--- config.mk ---
export PLATFORM = sky130hd
export DESIGN_NAME = pwm_frame_sync
export DESIGN_NICKNAME = d
export VERILOG_FILES = /design/src/rtl/pwm_frame_pkg.sv /design/src/rtl/pwm_frame_buffer.sv /design/src/rtl/pwm_frame_sync.sv
export SDC_FILE = /design/constraint.sdc
export NUM_CORES = 1
export LEC_CHECK = 0
export CORE_ASPECT_RATIO = 1.2
export CORE_MARGIN = 2
export CORE_UTILIZATION = 45
export DETAILED_ROUTE_END_ITERATION = 10
export PLACE_DENSITY = 0.63
export SLEW_MARGIN = 20
export SYNTH_ARGS = -nofsm -noshare
export SYNTH_HDL_FRONTEND = slang
export SYNTH_SLANG_ARGS = --single-unit
--- constraint.sdc ---
create_clock -name clock -period 2.5 [get_ports clock]
set_input_delay 0.25 -clock clock [delete_from_list [all_inputs] [get_ports clock]]
set_output_delay 0.25 -clock clock [all_outputs]
set_load 0.005 [all_outputs]
--- src/rtl/pwm_frame_pkg.sv ---
// pwm_frame_pkg: shared types and constants for the PWM framing layer.
// Holds the framer state encoding, the symbol width and the width of the
// optional statistics counters (enabled by PWM_FRAME_STATS_EN in the top).

package pwm_frame_pkg;

    localparam int SYM_W  = 8;
    localparam int STAT_W = 16;

    typedef enum logic [2:0] {
        HUNT    = 3'd0,
        LENGTH  = 3'd1,
        PAYLOAD = 3'd2,
        CHECK   = 3'd3,
        DRAIN   = 3'd4
    } frame_state_t;

    // Increment that sticks at all-ones instead of wrapping.
    function automatic logic [STAT_W-1:0] sat_inc(input logic [STAT_W-1:0] value);
        return (value == {STAT_W{1'b1}}) ? value : value + STAT_W'(1);
    endfunction

endpackage

--- src/rtl/pwm_frame_buffer.sv ---
// pwm_frame_buffer: simple dual-port payload store, DEPTH x SYM_W.
// One write port and one registered read port with one cycle of read latency.
// rd_data only changes on rd_en, so it can drive the output bus directly and
// stays stable while the consumer stalls.

module pwm_frame_buffer
    import pwm_frame_pkg::*;
#(
    parameter int DEPTH = 32,
    parameter int AW    = (DEPTH > 1) ? $clog2(DEPTH) : 1
) (
    input  logic             clock,
    input  logic             reset_n,
    input  logic             wr_en,
    input  logic [AW-1:0]    wr_addr,
    input  logic [SYM_W-1:0] wr_data,
    input  logic             rd_en,
    input  logic [AW-1:0]    rd_addr,
    output logic [SYM_W-1:0] rd_data
);

    logic [SYM_W-1:0] mem [DEPTH];

    // Payload write port.
    // NOTE: the storage array has no reset so it can map onto RAM; a stale
    // frame is never read because reads are bounded by the latched length.
    always_ff @(posedge clock) begin
        if (wr_en) begin
            mem[wr_addr] <= wr_data;
        end
    end

    // Registered read port; holds its value whenever rd_en is low.
    // NOTE: sequential state is always assigned with <= so every register
    // samples the pre-edge values, independent of statement order.
    always_ff @(posedge clock) begin
        if (!reset_n) begin
            rd_data <= '0;
        end else if (rd_en) begin
            rd_data <= mem[rd_addr];
        end
    end

endmodule

--- src/rtl/pwm_frame_sync.sv ---
// pwm_frame_sync: hunts for a sync preamble in the decoded PWM symbol stream,
// collects a length-prefixed, XOR-checked payload into a buffer and releases
// checksum-valid frames as a valid/ready/last byte stream.
// Optional macro PWM_FRAME_STATS_EN adds saturating ok/err/drop counters.

module pwm_frame_sync
    import pwm_frame_pkg::*;
#(
    parameter logic [SYM_W-1:0] SYNC_SYMBOL    = 8'h7E,
    parameter int               SYNC_COUNT     = 3,
    parameter int               MAX_LEN        = 32,
    parameter int               TIMEOUT_CYCLES = 1024
) (
    input  logic                    clock,
    input  logic                    reset_n,
    input  logic signed [SYM_W-1:0] decoded_symbol,
    input  logic                    symbol_strobe,
    output logic [SYM_W-1:0]        out_data,
    output logic                    out_valid,
    output logic                    out_last,
    input  logic                    out_ready,
    output logic                    frame_ok,
    output logic                    frame_err,
    output logic                    symbol_drop
`ifdef PWM_FRAME_STATS_EN
    ,
    output logic [STAT_W-1:0]       stat_ok_count,
    output logic [STAT_W-1:0]       stat_err_count,
    output logic [STAT_W-1:0]       stat_drop_count
`endif
);

    localparam int AW     = (MAX_LEN > 1) ? $clog2(MAX_LEN) : 1;
    localparam int SYNC_W = (SYNC_COUNT > 1) ? $clog2(SYNC_COUNT + 1) : 1;
    localparam int IDLE_W = $clog2(TIMEOUT_CYCLES + 1);

    frame_state_t      state;
    logic [SYNC_W-1:0] sync_cnt;
    logic [IDLE_W-1:0] idle_cnt;
    logic [SYM_W-1:0]  len;
    logic [SYM_W-1:0]  checksum;
    logic [SYM_W-1:0]  wr_idx;
    logic [SYM_W-1:0]  rd_idx;

    // The symbol is a raw bit pattern; the signed port type carries no meaning here.
    logic [SYM_W-1:0] sym;
    assign sym = decoded_symbol;

    logic in_frame;
    logic timed_out;
    logic wr_en;
    logic rd_fire;

    assign in_frame  = (state == LENGTH) || (state == PAYLOAD) || (state == CHECK);
    assign timed_out = in_frame && !symbol_strobe &&
                       (idle_cnt == IDLE_W'(TIMEOUT_CYCLES - 1));
    assign wr_en     = (state == PAYLOAD) && symbol_strobe;

    // Prefetch: fetch the next byte whenever the output register is empty or
    // is being emptied this cycle, which keeps back-to-back transfers bubble-free.
    assign rd_fire   = (state == DRAIN) && (rd_idx < len) && (!out_valid || out_ready);

    pwm_frame_buffer #(
        .DEPTH (MAX_LEN),
        .AW    (AW)
    ) u_buffer (
        .clock   (clock),
        .reset_n (reset_n),
        .wr_en   (wr_en),
        .wr_addr (wr_idx[AW-1:0]),
        .wr_data (sym),
        .rd_en   (rd_fire),
        .rd_addr (rd_idx[AW-1:0]),
        .rd_data (out_data)
    );

    // Idle counter: counts strobe-free cycles while a frame is being collected.
    always_ff @(posedge clock) begin
        if (!reset_n) begin
            idle_cnt <= '0;
        end else if (!in_frame || symbol_strobe || timed_out) begin
            idle_cnt <= '0;
        end else begin
            idle_cnt <= idle_cnt + IDLE_W'(1);
        end
    end

    // Framer FSM with registered pulses and output handshake.
    always_ff @(posedge clock) begin
        if (!reset_n) begin
            state       <= HUNT;
            sync_cnt    <= '0;
            len         <= '0;
            checksum    <= '0;
            wr_idx      <= '0;
            rd_idx      <= '0;
            out_valid   <= 1'b0;
            out_last    <= 1'b0;
            frame_ok    <= 1'b0;
            frame_err   <= 1'b0;
            symbol_drop <= 1'b0;
        end else begin
            frame_ok    <= 1'b0;
            frame_err   <= 1'b0;
            symbol_drop <= 1'b0;

            unique case (state)
                HUNT: begin
                    if (symbol_strobe) begin
                        if (sym == SYNC_SYMBOL) begin
                            if (sync_cnt == SYNC_W'(SYNC_COUNT - 1)) begin
                                sync_cnt <= '0;
                                state    <= LENGTH;
                            end else begin
                                sync_cnt <= sync_cnt + SYNC_W'(1);
                            end
                        end else begin
                            sync_cnt <= '0;
                        end
                    end
                end

                LENGTH: begin
                    if (timed_out) begin
                        frame_err <= 1'b1;
                        state     <= HUNT;
                    end else if (symbol_strobe && (sym != SYNC_SYMBOL)) begin
                        // Extra preamble symbols are skipped; anything else is the length.
                        if ((sym == '0) || (sym > SYM_W'(MAX_LEN))) begin
                            frame_err <= 1'b1;
                            state     <= HUNT;
                        end else begin
                            len      <= sym;
                            checksum <= sym;
                            wr_idx   <= '0;
                            state    <= PAYLOAD;
                        end
                    end
                end

                PAYLOAD: begin
                    if (timed_out) begin
                        frame_err <= 1'b1;
                        state     <= HUNT;
                    end else if (symbol_strobe) begin
                        checksum <= checksum ^ sym;
                        wr_idx   <= wr_idx + SYM_W'(1);
                        if (wr_idx == len - SYM_W'(1)) begin
                            state <= CHECK;
                        end
                    end
                end

                CHECK: begin
                    if (timed_out) begin
                        frame_err <= 1'b1;
                        state     <= HUNT;
                    end else if (symbol_strobe) begin
                        if (sym == checksum) begin
                            frame_ok <= 1'b1;
                            rd_idx   <= '0;
                            state    <= DRAIN;
                        end else begin
                            frame_err <= 1'b1;
                            state     <= HUNT;
                        end
                    end
                end

                DRAIN: begin
                    // Incoming symbols cannot be stored while the buffer is read out.
                    if (symbol_strobe) begin
                        symbol_drop <= 1'b1;
                    end
                    if (rd_fire) begin
                        rd_idx    <= rd_idx + SYM_W'(1);
                        out_valid <= 1'b1;
                        out_last  <= (rd_idx == len - SYM_W'(1));
                    end else if (out_valid && out_ready) begin
                        out_valid <= 1'b0;
                        out_last  <= 1'b0;
                        if (out_last) begin
                            state <= HUNT;
                        end
                    end
                end

                default: begin
                    state <= HUNT;
                end
            endcase
        end
    end

`ifdef PWM_FRAME_STATS_EN
    // Saturating event counters, one per status pulse.
    always_ff @(posedge clock) begin
        if (!reset_n) begin
            stat_ok_count   <= '0;
            stat_err_count  <= '0;
            stat_drop_count <= '0;
        end else begin
            if (frame_ok) begin
                stat_ok_count <= sat_inc(stat_ok_count);
            end
            if (frame_err) begin
                stat_err_count <= sat_inc(stat_err_count);
            end
            if (symbol_drop) begin
                stat_drop_count <= sat_inc(stat_drop_count);
            end
        end
    end
`else
    // Statistics are not built in this configuration.
`endif

endmodule

==> results of run 1 <==
[worst paths after layout]
check	start	to	slack [ns]	cells past startpoint
setup / recovery	len[7]	rd_idx[4]	0.16	8
hold / removal	reset_n	idle_cnt[6]	0.34	3
setup reg to reg	len[7]	rd_idx[4]	0.16	8
hold reg to reg	idle_cnt[0]	idle_cnt[0]	0.48	1
[per-stage QoR]
step	utilization, %	setup slack (ns)
after CTS	53.80	0.1668
after floorplan	-	0.03311
after detailed placement	50.36	-0.1728
after global routing	53.81	0.02199
after global placement	50.36	-0.1305
final	53.81	0.1575
[cell usage in the layout, fill, tap and decap left out, drive strengths merged, types with 3 or more instances in the layout]
cell,count
o221a,3
and3,9
edfxtp,256
nor3,19
and4,3
and2,3
o31ai,6
clkbuf,35
mux4,80
nand4b,3
xor2,10
nand3b,3
xnor2,23
nor3b,3
nand3,15
a211oi,4
nand4,10
dfxtp,61
inv,15
o21ai,29
bufinv,4
nor4,3
nor2,71
ha,15
mux2i,15
clkinv,16
a31oi,3
nand2,38
buf,88
a21oi,45
or4,6
nor2b,5
or3,6
clkdlybuf4s50,24
[cells by family after synthesis]
logic type | synth area share, %
buf+inv | 1.704
simple gates | 7.807
compound gates | 4.822
mux | 14.69
flops | 67.05
xor+xnor | 2.514
fa+ha+maj | 1.413
[registers in the layout (all words and copies together), names as in the netlist, 2 cells and up]
signal and count:
checksum 8, idle_cnt 11, len 8, rd_idx 8
state 3, sync_cnt 2, u_buffer.mem 256, u_buffer.rd_data 8
wr_idx 8
[power groups by stage]
stage,Sequential [W],Clock [W],Combinational [W]
3_5_place_dp,0.00580,0,0.000178
2_1_floorplan,0.00581,0,0.0000343
4_1_cts,0.00569,0.00468,0.000178
6_report,0.00569,0.00459,0.000176
5_1_grt,0.00568,0.00489,0.000191
3_3_place_gp,0.00580,0,0.000173
[routing by layer]
metal	up-vias	routed length [um]	track usage (%)	part of all wire, %
met5	-	0	0	0
met4	0	800	5.975	2.7
met3	49	1330	2.591	4.5
met2	186	14370	32.83	49
met1	3796	12760	26.34	44
li1	3472	-	-	-
[worst max-delay path: cells and delay by family, from the launching register on]
kind,cells,cell delay (ns)
adder cells (fa/ha/maj),1,0.33
flip-flops,1,0.42
buffers and inverters,1,0.11
AO/OA/AOI/OAI,4,0.69
AND/OR/NAND/NOR,2,0.68
[final cells by class]
cell class                 count  area share (%)
timing repair buffer         112           6.189
tap                          385           3.095
clock buffer                  35           5.080
sequential                   317           57.28
multi-input combinational    454           26.69
inverter                      15          0.3617
clock inverter                22           1.302
==> run_results.csv, run 1 <==
group,metric,value,unit
die,dieArea,30920,um2
timing,clock_skew,0.01069,ns
synthesis,syn-num-nets,853,
grt,grt-ovfl-total,0,
cells_and_area,fillers,2350,
power,p_total,0.01046,W
setup_path,max_stage_delay,0.42,ns
setup_path,criticalPathCategory,"register to register",
power,ir_worst_vdd,0.4647,mV
power,power.leakage,4.958,nW
cells_and_area,syn_to_final_growth,17.16,%
timing,worst_pin_slew,0.6136,ns
die,core_area,28930,um2
die,initial_core_util,45.93,%
clock_network,cts_buffer_depth,3,
clock_network,cts_resized,0,
synthesis,synth_edf_count,256,
clock_network,path_clk_slew,0.06,ns
clock_network,holdBufCountCts,0,
grt,grt_usage,19.39,%
cells_and_area,seq_area,8916,um2
drt,drt-initial-drc-count,559,
drt,avgRoutedWirePerCell,21.84,um
power,sw_frac_of_total,19.68,%
timing,hold_viol_final,0,
power,p_clk_share,43.9,%
synthesis,synth_area_leaders,"edfxtp_1 (58%), mux4_2 (14%), dfxtp_1 (9.2%)",
die,die_h,192.2,um
drt,first_pass_iters,5,
clock_network,numCtsBuffers,31,
synthesis,ys_async_sr_fraction,0,%
synthesis,ys.flop_type,"edfxtp_1",
power,p_sw,0.002058,W
synthesis,yosysWarnings,0,
synthesis,synth.top_cells.by_count,"edfxtp_1 (256), mux4_2 (80), nor2_1 (71)",
status,status,"complete, no violations",
grt,grt_max_degree,53,
timing,holdWs,0.3394,ns
timing,rsz0062_at_grt,"false",
drt,drc,0,
grt,grt_pass1_wl,45310,um
clock_network,cts.sinks,317,
clock_network,post-cts-setup-buffers,0,
synthesis,ys_seq_area_share,67.05,%
synthesis,ys_ff_latch,317,
clock_network,cts_tree,"done",
timing,setup_viol,0,
timing,final-max-slew-violation-count,0,
grt,grt_pass1_vias,7479,
synthesis,synth_largest_area_cell,"edfxtp_1",
timing,maxSlewHeadroom,59.03,%
drt,ant_nets,0,
synthesis,syn_inst,826,
hold_path,hp-class,"primary input to register",
cells_and_area,stdcell_area,15570,um2
cells_and_area,instances_no_fill,1340,
die,fp-row-count,68,
setup_path,path_cells,"inv_1 > ha_1 > a21oi_1 > o21ai_0 > nor3_2 > a21oi_2 > or2_2 > o221a_1",
drt,vias,7503,
die,io_pins,25,
place,placed_cells,1283,
power,internal-power,0.008401,W
synthesis,synthDominantCellAreaShare,57.86,%
job,drv_cap,0,
cells_and_area,drive_gt1_share,23.56,%
timing,period_needed,2.342,ns
synthesis,yosysMostFrequentCell,"edfxtp_1",
synthesis,synth_area,13290,um2
setup_path,slowest_stage,"dfxtp_1",
clock_network,cts.root.buffer_cell,"clkbuf_16",
timing,max_freq,426.9,MHz
cells_and_area,nNetsFinal,958,
place,dpl.hpwl,19670,um
setup_path,end_kind,"register",
timing,tns,0,ns
grt,antenna_found_initial,0,
setup_path,crit_arrival,2.78,ns
place,port_buffers,24,
clock_network,clk_latency,0.56,ns
synthesis,synth.avg_cell_area,16.09,um2
setup_path,required,2.94,ns
power,p_comb_share,1.7,%
drt,wl,29260,um
drt,vias_per_cell,5.599,
setup_path,crit_fanout,5,
cells_and_area,antenna_cells,0,
place,placed_area,14570,um2
die,die_w,160.9,um
synthesis,synth_cell_types,61,
cells_and_area,multi_input_area,4155,um2
timing,fin_crit_sh,93.70,%
place,gp_congestion,0.8124,
power,seq_power_share,54.4,%
setup_path,start_kind,"register",
power,power_density,671.9,nW/um2
clock_network,htreeDepth,1,
No activity file was read; power rests on OpenSTA's default activity.
==> inputs of run 2 (changes only) <==
--- a/config.mk
+++ b/config.mk
@@ -5,6 +5,7 @@
 export SDC_FILE = /design/constraint.sdc
 export NUM_CORES = 1
 export LEC_CHECK = 0
+export ABC_CLOCK_PERIOD_IN_PS = 2500
 export CORE_ASPECT_RATIO = 1.2
 export CORE_MARGIN = 2
 export CORE_UTILIZATION = 45
==> results of run 2 <==
The final DEF is identical to that of run 1; final timing and power are the same.
